==> src/rtl/sumador_registrado_if.sv <==
// -----------------------------------------------------------------------------
// sumador_registrado_if
// Bundle of operand/result signals for the registered adder.
//   enb   : capture enable (driver -> adder)
//   a, b  : unsigned operands, WIDTH bits (driver -> adder)
//   c     : registered sum, WIDTH bits (adder -> driver)
//   carry : registered unsigned carry-out
//   ovf   : registered two's-complement overflow
//   valid : one-cycle strobe following each enabled edge
// Modports: master = stimulus side, slave = adder side.
// -----------------------------------------------------------------------------
interface sumador_registrado_if #(
    parameter int WIDTH = 4
);
    logic             enb;
    logic [WIDTH-1:0] a;
    logic [WIDTH-1:0] b;
    logic [WIDTH-1:0] c;
    logic             carry;
    logic             ovf;
    logic             valid;

    modport master (
        output enb, a, b,
        input  c, carry, ovf, valid
    );

    modport slave (
        input  enb, a, b,
        output c, carry, ovf, valid
    );
endinterface

==> src/rtl/sumador_registrado.sv <==
// -----------------------------------------------------------------------------
// sumador_registrado
// Registered unsigned adder with carry-out, signed overflow and valid strobe.
// On a rising clk edge with enb=1 the sum a+b is captured into c; with enb=0
// c/carry/ovf hold. valid follows enb by one edge. All outputs come straight
// from flops, so there is no combinational input-to-output path.
//
// Ports:
//   clk      : system clock, rising edge active
//   reset_L  : asynchronous active-low reset, clears all outputs at once
//   bus      : sumador_registrado_if.slave (enb, a, b in; c, carry, ovf, valid out)
//
// Parameters:
//   WIDTH    : operand/sum width in bits (>= 2)
//   SATURATE : 0 = wrap modulo 2^WIDTH, 1 = clamp c to all-ones on carry-out
// -----------------------------------------------------------------------------
module sumador_registrado #(
    parameter int WIDTH    = 4,
    parameter bit SATURATE = 1'b0
) (
    input  logic                  clk,
    input  logic                  reset_L,
    sumador_registrado_if.slave   bus
);

    localparam int MSB = WIDTH - 1;

    // Full-width sum; bit WIDTH is the unsigned carry-out.
    logic [WIDTH:0]   sum_w;

    logic [WIDTH-1:0] c_q,     c_d;
    logic             carry_q, carry_d;
    logic             ovf_q,   ovf_d;
    logic             valid_q, valid_d;

    assign sum_w = {1'b0, bus.a} + {1'b0, bus.b};

    always_comb begin
        c_d     = c_q;
        carry_d = carry_q;
        ovf_d   = ovf_q;
        valid_d = bus.enb;
        if (bus.enb) begin
            // carry/ovf always describe the true sum, even when c is clamped.
            carry_d = sum_w[WIDTH];
            ovf_d   = (bus.a[MSB] == bus.b[MSB]) && (sum_w[MSB] != bus.a[MSB]);
            if (SATURATE && sum_w[WIDTH]) begin
                c_d = '1;
            end else begin
                c_d = sum_w[WIDTH-1:0];
            end
        end
    end

    always_ff @(posedge clk or negedge reset_L) begin
        if (!reset_L) begin
            c_q     <= '0;
            carry_q <= 1'b0;
            ovf_q   <= 1'b0;
            valid_q <= 1'b0;
        end else begin
            c_q     <= c_d;
            carry_q <= carry_d;
            ovf_q   <= ovf_d;
            valid_q <= valid_d;
        end
    end

    assign bus.c     = c_q;
    assign bus.carry = carry_q;
    assign bus.ovf   = ovf_q;
    assign bus.valid = valid_q;

endmodule

==> src/flat_wrapper.sv <==
// flat-port wrapper written by rule: the top's interface ports become plain ports
module sumador_registrado_flat 
#(
    parameter int WIDTH    = 4,
    parameter bit SATURATE = 1'b0
)
  (clk, reset_L, bus_enb, bus_a, bus_b, bus_c, bus_carry, bus_ovf, bus_valid);
  sumador_registrado_if #(.WIDTH(WIDTH)) bus_i ();
  input  logic clk;
  input  logic reset_L;
  input wire logic [$bits(bus_i.enb)-1:0] bus_enb;
  input wire logic [$bits(bus_i.a)-1:0] bus_a;
  input wire logic [$bits(bus_i.b)-1:0] bus_b;
  output wire logic [$bits(bus_i.c)-1:0] bus_c;
  output wire logic [$bits(bus_i.carry)-1:0] bus_carry;
  output wire logic [$bits(bus_i.ovf)-1:0] bus_ovf;
  output wire logic [$bits(bus_i.valid)-1:0] bus_valid;
  assign bus_i.enb = bus_enb;
  assign bus_i.a = bus_a;
  assign bus_i.b = bus_b;
  assign bus_c = bus_i.c;
  assign bus_carry = bus_i.carry;
  assign bus_ovf = bus_i.ovf;
  assign bus_valid = bus_i.valid;
  sumador_registrado #(.WIDTH(WIDTH), .SATURATE(SATURATE)) u_core (.clk(clk), .reset_L(reset_L), .bus(bus_i));
endmodule
==> config.mk <==
export PLATFORM = sky130hd
export DESIGN_NAME = sumador_registrado_flat
export DESIGN_NICKNAME = d
export VERILOG_FILES = /design/src/rtl/sumador_registrado_if.sv /design/src/rtl/sumador_registrado.sv /design/src/flat_wrapper.sv
export SDC_FILE = /design/constraint.sdc
export NUM_CORES = 1
export LEC_CHECK = 0
export CAP_MARGIN = 10
export CELL_PAD_IN_SITES_DETAIL_PLACEMENT = 2
export CELL_PAD_IN_SITES_GLOBAL_PLACEMENT = 2
export CORE_MARGIN = 2
export CORE_UTILIZATION = 24
export CTS_CLUSTER_DIAMETER = 200
export CTS_CLUSTER_SIZE = 16
export DETAILED_ROUTE_END_ITERATION = 12
export PLACE_DENSITY = 0.83
export REMOVE_ABC_BUFFERS = 1
export SLEW_MARGIN = 30
export SYNTH_ARGS = -nofsm -noshare
export SYNTH_HDL_FRONTEND = slang
export SYNTH_SLANG_ARGS = --single-unit
==> constraint.sdc <==
create_clock -name clk -period 1.2 [get_ports clk]
set_input_delay 0.24 -clock clk [delete_from_list [all_inputs] [get_ports clk]]
set_output_delay 0.24 -clock clk [all_outputs]
set_load 0.02 [all_outputs]
### Word-level counts from Yosys, hierarchy flattened

Index checks and enable logic that the tools add are counted.

* add/sub/neg operators: 1
* equal/unequal tests: 2
* reductions and logical operators: 1

Operators with widths (count)
* $add A4 B4 Y5: 1
* $eq A1 B1 Y1: 1
* $logic_and A1 B1 Y1: 1
* $ne A1 B1 Y1: 1

* flip-flop bits (word level): 7
* input port bits: 11
* output and inout bits: 7
* logic and storage cells: 8

### Depth between registers and ports, before layout

* depth after elaboration: 3
* gate-level depth with buffers: 6
* gate-level depth less buffers: 6

### Least setup slack after synthesis

OpenSTA, ideal clock, no wires.

* path kind: input -> register
* start point: in bus_b[2]
* end point: reg u_core.c_q[3] (netlist: u_core.bus.c[3])
* data arrival time: 1.271 ns
* data required time: 1.080 ns
* slack: -0.191 ns
* stages on the path: 4
* buffers on the path: 0
* cell sequence: ha_1 -> and3_4 -> or3_1 -> a31o_1

* word-level cells in the longest chain between the ends: 1

Ends and longest elaborated chain
* start: declaration: line flat_wrapper.sv:13 `input wire logic [$bits(bus_i.b)-1:0] bus_b;`
* $add A4 B4 Y5: line sumador_registrado.sv:36 `assign sum_w = {1'b0, bus.a} + {1'b0, bus.b};`
* end signal: assignment: line sumador_registrado.sv:57 `c_q <= '0;`
* end signal: assignment: line sumador_registrado.sv:62 `c_q <= c_d;`
* end: declaration: line sumador_registrado.sv:31 `logic [WIDTH-1:0] c_q, c_d;`

Every way passes these cells.
A chain may end at the register's enable or synchronous reset.

### Worst setup path in the final report

* start point: in bus_a[3]
* end point: reg u_core.c_q[3] (netlist: u_core.bus.c[3])

* word-level cells in the longest chain between the ends: 1

Ends and longest elaborated chain
* start: declaration: line flat_wrapper.sv:12 `input wire logic [$bits(bus_i.a)-1:0] bus_a;`
* $add A4 B4 Y5: line sumador_registrado.sv:36

Every way passes these cells.

==> flow_summary.json <==
{
  "outcome": "finished clean",
  "initial_standard_cell_utilization_of_the_core_pct": 26.5,
  "critical_path.max_fanout": 2,
  "yosysUniqueCellTypes": 20,
  "wl_per_cell_um": 14.7,
  "whs_ns": 0.233,
  "number_of_drc_violations_after_detailed_routing_iteration_0": 0,
  "floorplan.core_area_um2": 1540,
  "portBuffers": 17,
  "dr.pass1.iters": 1,
  "syn2layout_area_growth_pct": 70.6,
  "insertion_delay_to_the_later_sink_of_the_worst_skew_pair_ns": 0.27,
  "synthMuxAreaShare_pct": 7.98,
  "maximum_number_of_pins_on_one_net_before_global_route_repair": 8,
  "rsz_0062_raised_after_global_routing": "false",
  "post_cts_hold_buffers": 0,
  "gpl.final_weighted_congestion": 0.657,
  "complex_gate_fraction_of_the_synthesized_area_pct": 12.0,
  "post_synth_xor_area_fraction_pct": 2.15,
  "finalSetupViolCount": 0,
  "clk_pin_slew_ns": 0.06,
  "cellPowerDensity_nw_per_um2": 1150,
  "leakagePower_nw": 0.332,
  "synth-seq-area-share_pct": 42.9,
  "timing.max_cap.violations": 0,
  "report.final.slew_viol_count": 0,
  "synth_simple_gate_area_share_pct": 11.0,
  "critPathArrivalTime_ns": 1.34,
  "setup_tns_ns": 0,
  "first_global_vias": 450,
  "fillCellCount": 159,
  "totalWireLength_um": 1180,
  "critPathLaunchType": "primary input",
  "routed-via-count": 381,
  "fin_crit_ns": 1.17,
  "grt_pass1_wl_um": 1900,
  "die_x_um": 45.2,
  "crit_path_end_kind": "register",
  "drive_gt1_share_pct": 53.1,
  "syn-mean-instance-area_um2": 11.0,
  "rows": 14,
  "vdd_drop_max_v": 0.000710,
  "dp_cells": 76,
  "detailedPlace.worstSlack_ns": -0.681,
  "ff2ff_setup_slack_ns": 0.39,
  "clock_sinks": 7,
  "vias_per_cell": 4.76,
  "final_design_area_no_fill_um2": 696,
  "num_antenna_cells": 0,
  "clock_tree_from_tritoncts": "yes",
  "yosys_register_bits": 7,
  "cts_max_level": 1,
  "post-layout-total-power_uw": 798,
  "design.final.nets": 81,
  "adder_cell_area_share_of_the_yosys_netlist_pct": 17.2,
  "max-slew-margin-rel_pct": 76.2,
  "layout.cells.non_filler": 80,
  "ys_warnings": 0,
  "dominant_combinational_cell_family_by_area_after_synthesis": "adder cells",
  "buffers_inserted_during_post_cts_setup_optimization": 0,
  "die-area_um2": 2050,
  "grt_overflow": 0,
  "io_pins": 18,
  "min_path_type": "primary input to async pin",
  "cts_inserted_buffers": 3,
  "final_core_util_pct": 45.1,
  "worst_ep_required_time_ns": 1.37,
  "grt_antenna_before_repair": 0,
  "worst_slew_pin_slew_ns": 0.355,
  "hpwlAfterDp_um": 909,
  "crit_type": "primary input to register",
  "placed_inst_area_um2": 646,
  "grt_util_all_layers_pct": 14.5,
  "final_hold_viol_count": 0,
  "die_h_um": 45.2,
  "max_freq_ghz": 0.854,
  "synth_cells": 37,
  "synth.cell_area_um2": 408,
  "clock_path_buffers": 2,
  "cts.root.buffer_cell": "sky130_fd_sc_hd__clkbuf_4",
  "final_antenna_net_count": 0,
  "finalWorstSetupSlack_ns": 0.0286,
  "detail_route.drc_violations": 0,
  "period_share_pct": 97.6,
  "final.setup_skew_ns": 0
}
report_power, final:
part	total, mW	internal (mW)	switching (mW)
registers	0.290	0.271	0.0188
logic	0.276	0.138	0.138
clock network	0.232	0.123	0.109
total	0.798	0.533	0.266
Yosys cell counts:
master,number,area share (%)
sky130_fd_sc_hd__a31oi_1,1,1.5
sky130_fd_sc_hd__mux2_2,2,5.5
sky130_fd_sc_hd__and3_4,1,2.8
sky130_fd_sc_hd__fa_1,1,4.9
sky130_fd_sc_hd__ha_1,4,12
sky130_fd_sc_hd__nand2b_1,1,1.5
sky130_fd_sc_hd__o21ai_0,2,2.5
sky130_fd_sc_hd__nor2b_1,2,3.1
sky130_fd_sc_hd__buf_2,1,1.2
sky130_fd_sc_hd__o32ai_1,1,2.1
sky130_fd_sc_hd__mux2i_1,1,2.5
sky130_fd_sc_hd__nor2_1,1,0.92
sky130_fd_sc_hd__dfrtp_1,7,43
sky130_fd_sc_hd__a31o_1,1,2.1
sky130_fd_sc_hd__xnor2_1,1,2.1
sky130_fd_sc_hd__inv_1,6,5.5
sky130_fd_sc_hd__a21o_1,1,1.8
sky130_fd_sc_hd__or3_1,1,1.5
sky130_fd_sc_hd__nor3_1,1,1.2
sky130_fd_sc_hd__o21a_1,1,1.8
worst paths after layout:
path                       cells after the start              end       startpoint
setup reg to reg                               2  u_core.bus.c[3]  u_core.bus.c[3]
min in group clk                               3  u_core.bus.c[0]         bus_b[0]
hold / removal                                 1  u_core.bus.c[0]          reset_L
hold reg to reg                                1  u_core.bus.c[0]  u_core.bus.c[0]
setup / recovery                               4  u_core.bus.c[3]         bus_a[3]
max in group asynchronous                      1   u_core.bus.ovf          reset_L
sequential cells by signal, summed over array words and instances, names as in the netlist:
register and count:
u_core.bus.valid 1, u_core.bus.ovf 1, u_core.bus.c 4, u_core.bus.carry 1
cell type report:
type,count,area (um2),area share (%)
Clock buffer,3,22.5,3.24
Clock inverter,1,5.00,0.719
Inverter,6,22.5,3.24
Multi-Input combinational cell,23,277,39.7
Sequential cell,7,175,25.2
Tap cell,16,20.0,2.88
Timing Repair Buffer,24,174,25.0
cell usage in the layout, fill, tap and decap left out, types with 2 or more instances in the layout:
cell type and n:
sky130_fd_sc_hd__nor2b_1 2, sky130_fd_sc_hd__o21ai_0 2, sky130_fd_sc_hd__ha_4 4, sky130_fd_sc_hd__buf_2 6, sky130_fd_sc_hd__clkbuf_4 3, sky130_fd_sc_hd__inv_1 5
sky130_fd_sc_hd__buf_6 2, sky130_fd_sc_hd__clkbuf_2 5, sky130_fd_sc_hd__dlygate4sd2_1 2, sky130_fd_sc_hd__dfrtp_1 7, sky130_fd_sc_hd__clkdlybuf4s50_1 2, sky130_fd_sc_hd__buf_4 5
logic make-up after synthesis:
family                     count (synthesis)
AOI/OAI and AO/OA                          7
adders and majority gates                  5
DFF                                        7
and+or+nand+nor                            7
xor gates and xnor gates                   1
buffers and inverters                      7
muxes                                      3
layer usage:
layer  routed length [um]  up-vias  track usage, %  share of wire (%)
li1                     -      179               -                  -
met1                  430      184            13.5                 37
met2                  638       15            25.7                 54
met3                   86        3            7.20                7.3
met4                   22        0            7.06                1.9
met5                    0        -               0                  0
critical path, cell delays in order:
cell	delay (ns)
sky130_fd_sc_hd__dlygate4sd2_1	0.27
sky130_fd_sc_hd__ha_4	0.25
sky130_fd_sc_hd__or3_1	0.37
sky130_fd_sc_hd__a31o_1	0.21
timing repair:
| item | CTS | global route |
|---|---|---|
| pin swaps | 11 | 3 |
| resized for setup | 47 | 9 |
| setup endpoints to repair | 12 | 8 |
Power figures use the tool's default switching activity.
